===== src/rtl/serial_paralelo_pkg.sv =====
`default_nettype none
// ============================================================================
// Module      : serial_paralelo_pkg
// Description : Shared constants for the serial-to-parallel front end and the
//               recirculation stage: alignment symbol, sync threshold, FSM
//               state encoding and lane count.
// Revision    : 1.0 - initial release
// ============================================================================
package serial_paralelo_pkg;

  // Alignment / idle symbol and number of consecutive COMs needed for lock
  localparam logic [7:0] c_COM       = 8'hBC;
  localparam int         c_BC_TARGET = 4;

  // Number of output lanes fed by the demux
  localparam int         c_NUM_LANES = 4;

  // FSM state encoding, shared with downstream stages and benches
  localparam logic [1:0] c_ST_SEARCH = 2'd0;
  localparam logic [1:0] c_ST_SYNC   = 2'd1;
  localparam logic [1:0] c_ST_ACTIVE = 2'd2;

  // Advance a lane pointer, wrapping after the last lane
  function automatic logic [1:0] next_lane(input logic [1:0] lane);
    return lane + 2'd1;
  endfunction

endpackage
`default_nettype wire


===== src/rtl/serial_paralelo_deserializador_byte.sv =====
`default_nettype none
// ============================================================================
// Module      : deserializador_byte
// Description : Serial-in shift register with a free-running 3-bit bit
//               counter. The counter is reloaded to 0 on the edge that
//               defines a byte boundary, so byte_done flags the eighth edge
//               after it, and every eighth edge thereafter.
// Ports       : clk       - rising-edge clock
//               reset     - asynchronous active-low reset
//               data_in   - serial input bit, MSB first
//               reload    - byte boundary lands on this edge
//               cand      - candidate byte {sr[6:0], data_in}
//               bit_cnt   - bit position within the current byte
//               byte_done - the current edge completes a byte (cand is it)
// Revision    : 1.0 - initial release
// ============================================================================
module deserializador_byte (
  input  logic       clk,
  input  logic       reset,
  input  logic       data_in,
  input  logic       reload,
  output logic [7:0] cand,
  output logic [2:0] bit_cnt,
  output logic       byte_done
);

  logic [7:0] r_sr;
  logic [2:0] r_bit_cnt;

  assign cand      = {r_sr[6:0], data_in};
  assign bit_cnt   = r_bit_cnt;
  assign byte_done = (r_bit_cnt == 3'd7);

  // The shift register runs in every state; only the counter is steered.
  always_ff @(posedge clk or negedge reset) begin
    if (!reset) begin
      r_sr      <= 8'h00;
      r_bit_cnt <= 3'd0;
    end else begin
      r_sr <= cand;
      if (reload) begin
        r_bit_cnt <= 3'd0;
      end else begin
        r_bit_cnt <= r_bit_cnt + 3'd1;
      end
    end
  end

endmodule
`default_nettype wire


===== src/rtl/serial_paralelo.sv =====
`default_nettype none
// ============================================================================
// Module      : serial_paralelo
// Description : Serial-to-parallel front end. Hunts for the COM symbol at any
//               bit offset, confirms lock after BC_TARGET consecutive COMs on
//               the byte grid, then deals non-COM bytes round-robin onto four
//               lanes. A COM while active is idle and restarts at lane 0.
// Ports       : clk                     - rising-edge clock
//               reset                   - asynchronous active-low reset
//               data_in                 - serial input, MSB first
//               data_out0..data_out3    - lane bytes, held until overwritten
//               valid_out0..valid_out3  - one-cycle new-byte pulse per lane
//               active                  - link synchronized
// Revision    : 1.0 - initial release
// ============================================================================
module serial_paralelo
  import serial_paralelo_pkg::*;
#(
  parameter logic [7:0] COM       = c_COM,
  parameter int         BC_TARGET = c_BC_TARGET
) (
  input  logic       clk,
  input  logic       reset,
  input  logic       data_in,
  output logic [7:0] data_out0,
  output logic [7:0] data_out1,
  output logic [7:0] data_out2,
  output logic [7:0] data_out3,
  output logic       valid_out0,
  output logic       valid_out1,
  output logic       valid_out2,
  output logic       valid_out3,
  output logic       active
);

  localparam logic [2:0] c_BC_TGT = 3'(BC_TARGET);

  logic [1:0] r_state;
  logic [2:0] r_bc_cnt;
  logic [1:0] r_lane_ptr;
  logic [7:0] r_data [c_NUM_LANES];
  logic [3:0] r_valid;
  logic       r_active;

  logic [1:0] w_nxt_state;
  logic [2:0] w_nxt_bc_cnt;
  logic [1:0] w_nxt_lane_ptr;
  logic       w_fwd;
  logic       w_reload;
  logic [7:0] w_cand;
  logic [2:0] w_bit_cnt;
  logic       w_byte_done;

  // Any COM seen while hunting fixes the byte grid on this edge.
  assign w_reload = (r_state == c_ST_SEARCH) && (w_cand == COM);

  deserializador_byte u_deser (
    .clk       (clk),
    .reset     (reset),
    .data_in   (data_in),
    .reload    (w_reload),
    .cand      (w_cand),
    .bit_cnt   (w_bit_cnt),
    .byte_done (w_byte_done)
  );

  always_comb begin
    w_nxt_state    = r_state;
    w_nxt_bc_cnt   = r_bc_cnt;
    w_nxt_lane_ptr = r_lane_ptr;
    w_fwd          = 1'b0;
    case (r_state)
      c_ST_SEARCH: begin
        if (w_cand == COM) begin
          w_nxt_bc_cnt = 3'd1;
          // A threshold of one COM locks straight away.
          if (c_BC_TGT == 3'd1) begin
            w_nxt_state    = c_ST_ACTIVE;
            w_nxt_lane_ptr = 2'd0;
          end else begin
            w_nxt_state = c_ST_SYNC;
          end
        end
      end
      c_ST_SYNC: begin
        if (w_byte_done) begin
          if (w_cand == COM) begin
            w_nxt_bc_cnt = r_bc_cnt + 3'd1;
            if (r_bc_cnt + 3'd1 == c_BC_TGT) begin
              w_nxt_state    = c_ST_ACTIVE;
              w_nxt_lane_ptr = 2'd0;
            end
          end else begin
            w_nxt_state  = c_ST_SEARCH;
            w_nxt_bc_cnt = 3'd0;
          end
        end
      end
      c_ST_ACTIVE: begin
        if (w_byte_done) begin
          if (w_cand == COM) begin
            w_nxt_lane_ptr = 2'd0;
          end else begin
            w_fwd          = 1'b1;
            w_nxt_lane_ptr = next_lane(r_lane_ptr);
          end
        end
      end
      default: begin
        w_nxt_state  = c_ST_SEARCH;
        w_nxt_bc_cnt = 3'd0;
      end
    endcase
  end

  always_ff @(posedge clk or negedge reset) begin
    if (!reset) begin
      r_state    <= c_ST_SEARCH;
      r_bc_cnt   <= 3'd0;
      r_lane_ptr <= 2'd0;
      r_valid    <= 4'b0000;
      r_active   <= 1'b0;
      for (int i = 0; i < c_NUM_LANES; i++) begin
        r_data[i] <= 8'h00;
      end
    end else begin
      r_state    <= w_nxt_state;
      r_bc_cnt   <= w_nxt_bc_cnt;
      r_lane_ptr <= w_nxt_lane_ptr;
      r_active   <= (w_nxt_state == c_ST_ACTIVE);
      r_valid    <= 4'b0000;
      if (w_fwd) begin
        r_data[r_lane_ptr]  <= w_cand;
        r_valid[r_lane_ptr] <= 1'b1;
      end
    end
  end

  assign data_out0  = r_data[0];
  assign data_out1  = r_data[1];
  assign data_out2  = r_data[2];
  assign data_out3  = r_data[3];
  assign valid_out0 = r_valid[0];
  assign valid_out1 = r_valid[1];
  assign valid_out2 = r_valid[2];
  assign valid_out3 = r_valid[3];
  assign active     = r_active;

endmodule
`default_nettype wire


===== config.mk =====
export PLATFORM = sky130hd
export DESIGN_NAME = serial_paralelo
export DESIGN_NICKNAME = d
export VERILOG_FILES = /design/src/rtl/serial_paralelo_pkg.sv /design/src/rtl/serial_paralelo_deserializador_byte.sv /design/src/rtl/serial_paralelo.sv
export SDC_FILE = /design/constraint.sdc
export NUM_CORES = 1
export LEC_CHECK = 0
export CORE_UTILIZATION = 35
export CTS_CLUSTER_DIAMETER = 40
export DETAILED_ROUTE_END_ITERATION = 8
export GPL_TIMING_DRIVEN = 1
export SLEW_MARGIN = 30
export SYNTH_ARGS = -nofsm -noshare
export SYNTH_HDL_FRONTEND = slang
export SYNTH_SLANG_ARGS = --single-unit
export TNS_END_PERCENT = 50

===== constraint.sdc =====
create_clock -name clk -period 2.6 [get_ports clk]
set_clock_uncertainty 0.2 [all_clocks]
set_input_delay 0.39 -clock clk [delete_from_list [all_inputs] [get_ports clk]]
set_output_delay 0.39 -clock clk [all_outputs]
set_load 0.05 [all_outputs]

==> impl_metrics.csv, run 1 <==
group,metric,value,unit
sta,slew_headroom,63.8,%
power,p_leak,1.32,nW
synth,yosys.area.top_type,"dfrtp_1",
floorplan,die_w,80.7,um
floorplan,start_util,36.4,%
finish,final_util,47.7,%
synth,syn_avg_cell_area,14.3,um2
sta,rsz0062_at_grt,"no",
critical_path,slowest_delay,410,ps
critical_path,path_delay_family,"simple AND/OR/NAND/NOR gates",
finish,postLayoutCellArea,2840,um2
clocking,clock-sinks,54,
route,drc_errors,0,
critical_path,cpMaxStageDelayCell,"ha_1",
floorplan,fp.dieH,80.7,um
finish,final_nets,217,
worst_hold_path,worstHoldStart,"u_deser.bit_cnt[0]",
route,dr_total_vias,1377,
route,drt_wl_total,4.24,mm
power,power.share.clock,33.2,%
worst_hold_path,hold_path_end,"u_deser.bit_cnt[0]",
status,status,"finished, final reports clean",
placement,placed_area,2720,um2
placement,dp_hpwl,3.20,mm
floorplan,rows,28,
finish,fill_cells,548,
floorplan,die_area,6510,um2
global_route,track_usage,14.2,%
finish,syn2layout_area_growth,30.9,%
critical_path,cp-end-kind,"flop",
clocking,clk_latency,310,ps
synth,synth.distinct_cells,29,
critical_path,crit_required,2600,ps
synth,synth_seq_cells,54,
global_route,antenna_found_initial,0,
clocking,root_buffer,"clkbuf_8",
route,initialDrtViolationCount,50,
sta,maxSlewViolCount,0,
critical_path,cpMostUsedCell,"ha_1",
finish,layout_common_cells,"dfrtp_1, clkdlybuf4s50_1, mux2_2",
route,viasPerCell,4.88,
critical_path,crit_arrival,2350,ps
finish,diodes,0,
sta,final.setup.tns,0,ps
worst_hold_path,holdPathStages,1,
sta,min_period,2350,ps
critical_path,startpoint_type,"flop",
critical_path,cp_max_fo,12,
clocking,cts_buffers,5,
clocking,clk_path_buf_depth,2,
synth,yosys_warnings,0,
critical_path,worst_r2r_path_depth,6,
synth,synth_area,2170,um2
global_route,grt_pass1_wl,6.85,mm
floorplan,top_level_ports,40,
route,first_pass_iters,4,
power,p_comb_share,8.3,%
critical_path,cp_num_buf_inv,1,
placement,dp_worst_setup_slack,81.3,ps
sta,setup_viol,0,
critical_path,crit_chain,"ha_1, ha_1, nand2_1, nor3_4, buf_4, mux2_2",
finish,drive_gt1_share,29.0,%
route,wire_per_inst,15.0,um
synth,synth_cells,152,
critical_path,reg2reg_from,"u_deser.bit_cnt[0]",
synth,syn-num-nets,163,
synth,synth_edf_count,0,
synth,synth-async-reset-ratio,100,%
sta,final-hold-violation-count,0,
sta,setup_slack,249,ps
power,switching_share,23.8,%
critical_path,crit_type,"flop to flop",
route,ant_nets,0,
synth,synthTopCellsByArea,"dfrtp_1, mux2_2, ha_1",
placement,place.gp.congestion,0.825,
sta,fmax,425,MHz
power,power.density,539,nW/um2
power,p_int,1.17,mW
finish,final_common_cell,"dfrtp_1",
sta,tightestPinTransition,543,ps
floorplan,core,5960,um2
global_route,grt_pass1_vias,1381,
global_route,overflow,0,
power,p_total,1.53,mW
global_route,grt_start_max_net_pins,26,
critical_path,r2r_slack,250,ps
synth,synth_top_area_share,62.3,%
power,vdd_ir_drop_max,0.325,mV
placement,portBuffers,39,
power,p_switching,364,uW
power,seqPwrFrac,58.5,%
clocking,cts.reportedPaths.clkPinSlew,90,ps
clocking,cts_tree,"yes",
sta,post-route-period-util,90.4,%
synth,seq_area_frac_synth,62.3,%
critical_path,r2r-end,"data_out0[2]",
worst_hold_path,hp-class,"flop to flop",
clocking,post-cts-setup-buffers,0,
synth,synthFlopType,"dfrtp_1",
flow_run,maxCapViolations,0,
clocking,htree_num_levels,2,
## metrics by stage
step | hold WS, ps | instances
after detailed placement | 204 | 273
after floorplan | -106 | 152
after CTS | 244 | 282
final | 239 | 282
after global routing | 256 | 282
after global placement | 196 | 273
## cells in the mapped netlist, drive strengths merged, types with 2 or more instances
| cell type | count |
|---|---|
| nor2 | 5 |
| inv | 4 |
| nand4 | 2 |
| nand2 | 11 |
| nor2b | 4 |
| nor3 | 6 |
| ha | 8 |
| o311ai | 3 |
| or3 | 2 |
| or4b | 2 |
| clkbuf | 4 |
| dfrtp | 54 |
| mux2 | 32 |
| nand4b | 2 |
## what timing repair did
item,CTS,global route
hold buffers,1,0
hold endpoints to repair,23,0
gates resized for setup,0,1
setup endpoints to repair,0,3
## power groups by stage
stage | logic (mW) | clock network, mW | registers, mW
detailed placement | 0.127 | 0 | 0.911
global route | 0.146 | 0.555 | 0.901
finish | 0.127 | 0.508 | 0.894
global placement | 0.122 | 0 | 0.908
CTS | 0.129 | 0.525 | 0.895
floorplan | 0.0739 | 0 | 0.912
## cells by family after synthesis
logic type / after synthesis / share of synthesized area [%]
multiplexers: 32 / 16.6
XOR/XNOR: 1 / 0.404
flip-flops: 54 / 62.3
AND/OR/NAND/NOR: 36 / 10.2
AO/OA/AOI/OAI: 12 / 4.27
buffers and inverters: 9 / 1.62
adder cells (fa/ha/maj): 8 / 4.62
## routing by layer
metal | routed length (um) | track usage (%) | share of wire [%] | vias up
li1 | - | - | - | 652
met1 | 1860 | 18.1 | 44 | 689
met2 | 2140 | 23.5 | 51 | 31
met3 | 167 | 3.75 | 3.9 | 5
met4 | 61 | 4.82 | 1.4 | 0
met5 | 0 | 0 | 0 | -
## state kept, by name (all words and copies together) (netlist names)
register	flops
u_deser.r_sr	7
data_out2	8
r_bc_cnt	3
r_valid	4
r_lane_ptr	2
data_out0	8
r_state	2
active	1
data_out3	8
data_out1	8
u_deser.bit_cnt	3
## worst reg2reg max path, cell delays in order (launching register included)
cell     delay, ps
dfrtp_1        360
ha_1           150
ha_1           410
nand2_1        260
nor3_4         320
buf_4          210
mux2_2         340
## final cells by class
| type | count | area (um2) | area share, % |
|---|---|---|---|
| clock buffer | 7 | 96.3 | 3.39 |
| clock inverter | 1 | 8.76 | 0.309 |
| inverter | 4 | 15.0 | 0.529 |
| multi-input combinational | 89 | 788 | 27.8 |
| sequential | 54 | 1350 | 47.6 |
| tap | 75 | 93.8 | 3.31 |
| timing repair buffer | 52 | 485 | 17.1 |
## worst max-delay path by stage
stage / startpoint / endpoint / slack [ps] / cells after the start
2_1_floorplan: u_deser.r_sr[0] / r_bc_cnt[0] / 590 / 5
3_3_place_gp: data_in / active / 150 / 5
3_5_place_dp: data_in / r_bc_cnt[0] / 80 / 5
4_1_cts: u_deser.bit_cnt[0] / data_out0[2] / 160 / 6
5_1_grt: u_deser.bit_cnt[0] / data_out0[4] / 100 / 6
6_report: u_deser.bit_cnt[0] / data_out0[2] / 250 / 6
Power figures use the tool's default switching activity.
==> inputs of run 2 (changes only) <==
==> constraint.sdc (replaced) <==
create_clock -name clk -period 2.6 [get_ports clk]
set_clock_uncertainty 0.2 [all_clocks]
set_input_delay 0.52 -clock clk [delete_from_list [all_inputs] [get_ports clk]]
set_output_delay 0.52 -clock clk [all_outputs]
set_load 0.05 [all_outputs]
==> run 2 against run 1 <==
Net effect: die area unchanged; global-route usage grew 0.86 points; flip-flop and latch count is the same; worst setup slack improved by 34 ps; hold slack worse by 220 ps; clock power decreased by 10%.
==> impl_metrics.csv, run 2 (synthesis results as in run 1) <==
group,metric,value,unit
power,p_int,1.11,mW
floorplan,top_level_ports,40,
floorplan,start_util,36.4,%
clocking,cts_tree,"yes",
global_route,antenna_found_initial,0,
clocking,post-cts-setup-buffers,0,
placement,place.gp.congestion,0.812,
power,vdd_ir_drop_max,0.243,mV
sta,fmax,432,MHz
finish,drive_gt1_share,29.5,%
placement,dp_worst_setup_slack,-3.28,ps
floorplan,rows,28,
clocking,cts.repair.resized,0,
critical_path,crit_required,2590,ps
status,status,"finished, final reports clean",
route,drc_errors,0,
floorplan,fp.dieH,80.7,um
clocking,htree_num_levels,2,
finish,diodes,0,
clocking,cts_buffers,5,
route,viasPerCell,4.95,
sta,setup_viol,0,
critical_path,cp_max_fo,12,
sta,slew_headroom,59.8,%
sta,min_period,2320,ps
power,seqPwrFrac,60.5,%
sta,final.setup.tns,0,ps
power,p_comb_share,8.6,%
global_route,grt_start_max_net_pins,30,
finish,final_nets,217,
flow_run,maxCapViolations,0,
placement,portBuffers,39,
clocking,root_buffer,"clkbuf_8",
sta,setup_slack,283,ps
power,p_leak,1.32,nW
clocking,clk_latency,300,ps
finish,final_util,47.5,%
global_route,grt_pass1_wl,7.24,mm
power,power.density,522,nW/um2
clocking,cts.reportedPaths.clkPinSlew,90,ps
critical_path,startpoint_type,"flop",
critical_path,cp-end-kind,"flop",
power,p_switching,364,uW
route,first_pass_iters,4,
global_route,grt_pass1_vias,1459,
critical_path,crit_type,"flop to flop",
placement,dp_hpwl,3.17,mm
sta,tightestPinTransition,603,ps
route,drt_wl_total,4.40,mm
critical_path,worst_r2r_path_depth,6,
floorplan,core,5960,um2
power,power.share.clock,30.8,%
finish,final_common_cell,"dfrtp_1",
floorplan,die_w,80.7,um
critical_path,crit_arrival,2310,ps
clocking,clk_path_buf_depth,2,
route,dr_total_vias,1396,
sta,rsz0062_at_grt,"no",
clocking,clock-sinks,54,
sta,maxSlewViolCount,0,
power,switching_share,24.7,%
finish,layout_common_cells,"dfrtp_1, clkdlybuf4s50_1, mux2_2",
critical_path,r2r_slack,280,ps
route,wire_per_inst,15.6,um
route,initialDrtViolationCount,65,
worst_hold_path,hp-class,"primary input to async pin",
global_route,track_usage,15.1,%
finish,syn2layout_area_growth,30.4,%
global_route,overflow,0,
sta,post-route-period-util,89.1,%
route,ant_nets,0,
sta,final-hold-violation-count,0,
clocking,hold_buffers,0,
floorplan,die_area,6510,um2
[run 2: power groups by stage]
| stage | sequential [mW] | combinational (mW) | clock [mW] |
|---|---|---|---|
| detailed placement | 0.910 | 0.130 | 0 |
| finish | 0.893 | 0.127 | 0.455 |
| floorplan | 0.912 | 0.0739 | 0 |
| global placement | 0.908 | 0.123 | 0 |
| global route | 0.899 | 0.147 | 0.513 |
| CTS | 0.894 | 0.131 | 0.476 |
[run 2: worst paths after layout]
| kind | from | end |
|---|---|---|
| setup / recovery | u_deser.bit_cnt[0] | data_out3[7] |
| hold / removal | reset | r_bc_cnt[1] |
| setup reg to reg | u_deser.bit_cnt[0] | data_out3[7] |
| hold reg to reg | u_deser.bit_cnt[0] | u_deser.bit_cnt[0] |
| max in group asynchronous | reset | data_out2[5] |
| min in group clk | u_deser.bit_cnt[0] | u_deser.bit_cnt[0] |
[run 2: layout make-up]
cell class / instances / area (um2)
Sequential cell: 54 / 1350
Inverter: 4 / 15.0
Clock inverter: 3 / 21.3
Timing Repair Buffer: 52 / 495
Clock buffer: 5 / 68.8
Fill cell: 549 / 3130
Tap cell: 75 / 93.8
Multi-Input combinational cell: 89 / 782
[run 2: routing by layer]
layer  track usage [%]  wire length, um
met4              5.89               63
met5                 0                0
met1              19.1             1890
met3              2.73              207
met2              25.5             2250
[run 2: metrics by stage]
step                power (mW)  cell area, um2  hold slack [ps]  std cells
floorplan                0.986            2170             24.4        152
global placement          1.03            2740              222        274
detailed placement        1.04            2740              232        274
CTS                       1.50            2830             28.1        282
global route              1.56            2830             52.3        282
finish                    1.48            2830             15.5        282
[run 2: critical path: stages (launching register included)]
cell and delay (ps):
dfrtp_1 370, ha_1 150, ha_1 400, nand2_1 240, nor3_2 290, buf_4 210, mux2_2 340
